### config.mk
export PLATFORM = sky130hd
export DESIGN_NAME = serial_bit_feeder
export DESIGN_NICKNAME = d
export VERILOG_FILES = /design/src/rtl/serial_bit_feeder.sv
export SDC_FILE = /design/constraint.sdc
export NUM_CORES = 1
export LEC_CHECK = 0
export CAP_MARGIN = 10
export CORE_AREA = 2 2 45 47
export CTS_CLUSTER_DIAMETER = 60
export DETAILED_ROUTE_END_ITERATION = 16
export DIE_AREA = 0 0 47 49
export PLACE_DENSITY = 0.68
export SYNTH_ARGS = -nofsm -noshare
export SYNTH_HDL_FRONTEND = slang
export SYNTH_SLANG_ARGS = --single-unit
export TNS_END_PERCENT = 1
### constraint.sdc
create_clock -name clk -period 2.86 [get_ports clk]
set_input_delay 0.572 -clock clk [delete_from_list [all_inputs] [get_ports clk]]
set_output_delay 0.572 -clock clk [all_outputs]
set_load 0.03 [all_outputs]
### src/rtl/serial_bit_feeder.sv
// Parallel-to-serial feeder: takes a word over valid/ready and emits it one bit per clock.
// Optional even-parity trailer bit when SER_PARITY_EN is defined.
module serial_bit_feeder #(
  parameter int unsigned WIDTH     = 8,
  parameter int unsigned MSB_FIRST = 1
) (
  input  logic             clk,
  input  logic             rst,
  input  logic [WIDTH-1:0] din,
  input  logic             din_valid,
  output logic             din_ready,
  input  logic             ser_hold,
  output logic             ser_out,
  output logic             ser_valid,
  output logic             busy,
  output logic             done
);

  localparam int unsigned     CW      = $clog2(WIDTH + 1);
  localparam logic [CW-1:0]   LastCnt = CW'(WIDTH - 1);

`ifdef SER_PARITY_EN
  typedef enum logic [1:0] {StIdle, StShift, StParity} state_e;
`else
  typedef enum logic [1:0] {StIdle, StShift} state_e;
`endif

  state_e           state_q, state_d;
  logic [WIDTH-1:0] shreg_q, shreg_d;
  logic [CW-1:0]    cnt_q, cnt_d;
  logic             ser_out_q, ser_out_d;
  logic             last_bit;
  logic             accept;
`ifdef SER_PARITY_EN
  logic             par_q, par_d;
`endif

  // Bit that goes on the line next, and the word with that bit consumed.
  function automatic logic head_bit(input logic [WIDTH-1:0] w);
    return (MSB_FIRST != 0) ? w[WIDTH-1] : w[0];
  endfunction

  function automatic logic [WIDTH-1:0] advance(input logic [WIDTH-1:0] w);
    return (MSB_FIRST != 0) ? {w[WIDTH-2:0], 1'b0} : {1'b0, w[WIDTH-1:1]};
  endfunction

  always_ff @(posedge clk or posedge rst) begin
    if (rst) begin
      state_q   <= StIdle;
      shreg_q   <= '0;
      cnt_q     <= '0;
      ser_out_q <= 1'b0;
`ifdef SER_PARITY_EN
      par_q     <= 1'b0;
`endif
    end else begin
      state_q   <= state_d;
      shreg_q   <= shreg_d;
      cnt_q     <= cnt_d;
      ser_out_q <= ser_out_d;
`ifdef SER_PARITY_EN
      par_q     <= par_d;
`endif
    end
  end

  always_comb begin
    state_d   = state_q;
    shreg_d   = shreg_q;
    cnt_d     = cnt_q;
    ser_out_d = ser_out_q;
`ifdef SER_PARITY_EN
    par_d     = par_q;
`endif

    last_bit = (state_q == StShift) && (cnt_q == LastCnt);
`ifdef SER_PARITY_EN
    done = (state_q == StParity);
`else
    done = last_bit;
`endif
    // A new word may load on the same edge the final frame bit retires.
    din_ready = (state_q == StIdle) || (done && !ser_hold);
    accept    = din_valid && din_ready;

    if (accept) begin
      state_d   = StShift;
      shreg_d   = advance(din);
      cnt_d     = '0;
      ser_out_d = head_bit(din);
`ifdef SER_PARITY_EN
      par_d     = ^din;
`endif
    end else if (!ser_hold) begin
      case (state_q)
        StShift: begin
          if (last_bit) begin
`ifdef SER_PARITY_EN
            state_d   = StParity;
            ser_out_d = par_q;
`else
            state_d   = StIdle;
            ser_out_d = 1'b0;
`endif
          end else begin
            ser_out_d = head_bit(shreg_q);
            shreg_d   = advance(shreg_q);
            cnt_d     = cnt_q + CW'(1);
          end
        end
`ifdef SER_PARITY_EN
        StParity: begin
          state_d   = StIdle;
          ser_out_d = 1'b0;
        end
`endif
        default: ;
      endcase
    end
  end

  assign ser_out   = ser_out_q;
  assign ser_valid = (state_q != StIdle);
  assign busy      = (state_q != StIdle);

endmodule

# After elaboration in Yosys (flattened, before gate mapping)
# Cells that the tools add are included.
dict set report totals {
  input_bits 12
  ff_bits 15
  mem_bits_rw 0
  wordCells 37
  out_inout_bits 5
  n_memories 0
  rom_bits 0
  latch_bits 0
}
dict set report classes {
  reduce_logical 12
  shift 0
  magnitude_cmp 0
  muxes 16
  bitwise_logic 0
  add_sub_neg 1
  div_mod_pow 0
  n_eq_ne 4
  n_mul 0
}
# cell count
set op_table {}
lappend op_table {{8-bit 2-to-1 mux} 4}
lappend op_table {{4-bit 2-to-1 mux} 4}
lappend op_table {{2-bit 2-to-1 mux} 4}
lappend op_table {{3-bit AND reduction} 2}
lappend op_table {{2-bit nonzero test} 3}
lappend op_table {{4-bit by 1-bit adder with 4-bit output, second input constant} 1}
lappend op_table {{4-bit by 3-bit equality test with 1-bit output, second input constant} 1}
lappend op_table {{1-bit 2-to-1 mux} 4}
lappend op_table {{2-bit by 1-bit inequality test with 1-bit output, second input constant} 2}
lappend op_table {{1-bit logical AND} 3}
lappend op_table {{2-bit by 1-bit equality test with 1-bit output, second input constant} 1}
lappend op_table {{2-bit logical NOT} 1}
lappend op_table {{2-bit AND reduction} 1}
lappend op_table {{1-bit logical NOT} 1}
lappend op_table {{1-bit logical OR} 1}

# Longest topological paths before layout
dict set report logic_depth {
  depth_word 7
  depth_mapped 6
  ltp_nobuf 5
}

# Least setup slack after synthesis
# OpenSTA, ideal clock, no wires.
dict set report synth_path {
  kind {register to output}
  startpoint {reg cnt_q[0]}
  endpoint {out din_ready}
  stages_incl_launch_ff 4
  setup_slack_ns 0.870
  n_path_buf 0
  required_ns 2.288
  arrival_time_ns 1.418
  path_cell_list {dfrtp_1 -> ha_1 -> nand3b_1 -> o21ai_0}
}
dict set report synth_between {
  elab_chain_len 4
}
# element line
set synth_lines {}
lappend synth_lines {{start: declaration} 30} ;# logic [CW-1:0] cnt_q, cnt_d;
lappend synth_lines {{start signal: assignment} 59} ;# cnt_q <= cnt_d;
lappend synth_lines {{4-bit by 3-bit equality test with 1-bit output} 76} ;# last_bit = (state_q == StShift) && (cnt_q == LastCnt);
lappend synth_lines {{1-bit logical AND} 76}
lappend synth_lines {{1-bit logical AND} 83} ;# din_ready = (state_q == StIdle) || (done && !ser_hold);
lappend synth_lines {{1-bit logical OR} 83}
lappend synth_lines {{end: declaration} 11} ;# output logic din_ready,
# No other way between the ends.

# Final worst setup path
dict set report layout_path {
  startpoint {in ser_hold}
  endpoint {out din_ready}
}
dict set report layout_between {
  elab_chain_len 3
}
# element line
set layout_lines {}
lappend layout_lines {{start: declaration} 12} ;# input logic ser_hold,
lappend layout_lines {{1-bit logical NOT} --}
lappend layout_lines {{1-bit logical AND} 83}
lappend layout_lines {{1-bit logical OR} 83}
# No other way between the ends.

==> implementation parameters <==
Parameter                              Value

Floorplanning
  Boundary pin count    17
  Overall die area    0.00230 mm²
  Starting density of the core    33.9%
  Floorplan core area    0.00184 mm²
  Number of core rows    16
  Die outline width    ~47 µm
  Die Y    slightly below 50 µm

Global route
  Total overflow reported by the global router    0
  Number of global-route vias before repair    around 470
  Global-route usage over all layers    12.5%
  Wire length of the first global-routing pass    1.99 mm
  Maximum number of pins on one net before global-route repair    14
  Initial antenna violation count    0

Clocking
  Maximum buffer depth of the clock tree    2
  Clock tree from TritonCTS    built
  Clk pin slew, worst setup/hold paths    around 0.080 ns
  Maximum level of the CTS H-tree    1
  Clock insertion delay at the later pin of the skew report    0.28 ns
  Resize count post-CTS    0
  Number of buffers added by the clock tree synthesis step    3
  Clk sinks    13
  Post-CTS setup buffer count    0
  Root buffer cell    sky130_fd_sc_hd__clkbuf_4
  Number of hold buffers added after CTS    0

Run status
  Status    finished clean

Routing
  Routed wire length per instance    12.3 µm
  DR vias/cell    4.95
  Final wirelength    approximately 1.2 mm
  DRC violations left    0
  Detailed-route via count    495
  Detailed Routing Iterations Pass 1    5
  Post-detailed-route count of antenna-violating nets    0
  Initial DRC count    26

Timing
  Final worst hold slack    ~0.5 ns
  Number of hold violations in the final report    0
  Final Max Slew Viols    0
  Endpoints failing setup    0
  Final critical-path share of the clock period    about 89%
  Worst clock skew    about 0.0044 ns
  Time the worst path needs with I/O delays and setup    approximately 2.6 ns
  Accumulated negative setup slack    0 ns
  Least-Margin Pin Slew    roughly 0.83 ns
  Slew HR    44.9%
  Max Fclk    0.391 GHz
  Unrepaired setup endpoints after global routing    no

Synthesis
  Register bit total from synthesis    13
  Sequential-to-total area share from yosys stat    between 50% and 60%
  Fraction of synthesized cell area taken by the top area cell type    52.1%
  Post-synth top cells    sky130_fd_sc_hd__dfrtp_1 (13), sky130_fd_sc_hd__inv_1 (8), sky130_fd_sc_hd__a222oi_1 (6)
  Predominant post-synthesis flop cell    sky130_fd_sc_hd__dfrtp_1
  Synthesized area per cell    between 10 and 15 µm²
  Number of enable flip-flop cells after synthesis    0
  Synthesized netlist cell count    57
  Share of synthesized registers carrying an async set or reset    100%
  Summed instance area of the synthesized netlist    624 µm²
  Cell type with the largest total area after synthesis    sky130_fd_sc_hd__dfrtp_1
  Synthesized net count    70
  Yosys Warn Count    0
  Number of distinct standard cells referenced by the synthesized netlist    25
  Cell with the most instances after synthesis    sky130_fd_sc_hd__dfrtp_1
  Area contributors post-synth    sky130_fd_sc_hd__dfrtp_1 (52%), sky130_fd_sc_hd__a222oi_1 (9.6%), sky130_fd_sc_hd__inv_1 (4.8%), sky130_fd_sc_hd__mux2_2 (3.6%), sky130_fd_sc_hd__o21ai_0 (3.2%)

Setup path
  Type of origin of the critical path    input pin
  Cells along the critical path    clkdlybuf4s50_1, o21ai_0, clkdlybuf4s50_1
  Worst-path fanout max    4
  Required time of the worst setup path    2.29 ns
  Slowest library cell on the worst path    sky130_fd_sc_hd__clkdlybuf4s50_1
  Nature of the critical path endpoint    output pin
  Crit path top cell by count    sky130_fd_sc_hd__clkdlybuf4s50_1
  Kind of critical path    in2out
  Arrival time of the worst setup path    1.99 ns
  Buffer and inverter count on the worst path    2
  Max stage delay on crit path    about 0.71 ns
  Worst path top cell family by delay    buffers and inverters

Placed design
  GP Congestion    0.719
  Port buffer count    16
  HPWL after detailed placement    871 µm
  # placed instances    between 90 and 100

Cells and area
  Final core area utilization    44.3%
  N_diodes    0
  Layout cells sized above 1    8.22%
  Non-filler instance count after layout    100
  Area growth from synthesis to final layout    30.7%
  Nets@finish    87

Power and ir drop
  Static leakage    slightly below 0.4 nW
  Pwr Density    between 700 and 800 mW/mm²
  Maximum VDD drop    0.381 mV

Flow run
  Count of maximum capacitance violations    0

Min path
  Min-delay worst type    reg2reg
worst min-delay path, stage by stage, from the launching register on:
cell and delay [ns]:
sky130_fd_sc_hd__dfrtp_1 0.35, sky130_fd_sc_hd__a222oi_1 0.06, sky130_fd_sc_hd__inv_1 0.05
final timing paths:
path | start | slack (ns) | cells after the start | end
setup reg to reg | cnt_q[1] | 1.03 | 5 | cnt_q[3]
max in group asynchronous | rst | 1.92 | 2 | shreg_q[5]
hold reg to reg | shreg_q[5] | 0.49 | 2 | shreg_q[6]
hold / removal | shreg_q[5] | 0.49 | 2 | shreg_q[6]
setup / recovery | ser_hold | 0.30 | 3 | din_ready
min in group asynchronous | rst | 0.60 | 2 | shreg_q[1]
per-stage QoR:
| step | total power (W) | setup WS, ns | cell area [µm²] |
|---|---|---|---|
| final | 0.000599 | 0.302 | 816 |
| after global routing | 0.000646 | 0.196 | 816 |
| after CTS | 0.000607 | 0.304 | 816 |
| after detailed placement | 0.000485 | 0.311 | 790 |
| after global placement | 0.000478 | 0.344 | 790 |
| after floorplan | 0.000419 | 0.870 | 624 |
layer usage:
layer	global-route usage [%]	vias up	wire, µm
met5	0	-	0
met4	4.17	0	13
met3	6.67	2	103
met2	17.1	21	535
met1	16.6	235	580
li1	-	237	-
state kept, by name (all words and copies together), names as in the netlist:
register	count
state_q	1
cnt_q	4
ser_out	1
shreg_q	7
cells by family after synthesis:
group / count (synthesis) / share of synthesized area, %
flops: 13 / 52.1
fa+ha+maj: 1 / 2.00
mux: 2 / 3.61
simple gates: 13 / 12.6
buf+inv: 12 / 9.42
compound gates: 16 / 20.2
report_power, final:
group          internal [W]  switching, W  total (W)
Sequential         0.000245     0.0000417   0.000286
Combinational     0.0000983     0.0000939   0.000192
Clock             0.0000542     0.0000665   0.000121
Total              0.000397      0.000202   0.000599
final cells by class:
cell class / instances / area (µm²)
timing repair buffer: 16 / 160
inverter: 8 / 30.0
multi-input combinational: 32 / 240
tap: 27 / 33.8
sequential: 13 / 325
clock buffer: 4 / 26.3
fill: 182 / 1030
placed cells by master (no fill, tap or decap):
master / n
sky130_fd_sc_hd__nor3_1: 1
sky130_fd_sc_hd__a22o_2: 1
sky130_fd_sc_hd__ha_1: 1
sky130_fd_sc_hd__inv_1: 8
sky130_fd_sc_hd__clkbuf_4: 3
sky130_fd_sc_hd__a222oi_1: 6
sky130_fd_sc_hd__clkbuf_1: 1
sky130_fd_sc_hd__mux2_2: 2
sky130_fd_sc_hd__clkdlybuf4s50_1: 16
sky130_fd_sc_hd__nand3b_1: 1
sky130_fd_sc_hd__nand3_1: 1
sky130_fd_sc_hd__o21a_1: 1
sky130_fd_sc_hd__nor2b_1: 2
sky130_fd_sc_hd__nor2_1: 2
sky130_fd_sc_hd__a21oi_1: 1
sky130_fd_sc_hd__dfrtp_1: 13
sky130_fd_sc_hd__o21ai_0: 4
sky130_fd_sc_hd__nand2b_1: 2
sky130_fd_sc_hd__nand2_1: 1
sky130_fd_sc_hd__a22o_1: 1
sky130_fd_sc_hd__o22ai_1: 1
sky130_fd_sc_hd__o2bb2ai_1: 1
sky130_fd_sc_hd__or3_1: 1
sky130_fd_sc_hd__and2_1: 1
sky130_fd_sc_hd__and4bb_1: 1
No activity file was read; power rests on OpenSTA's default activity.
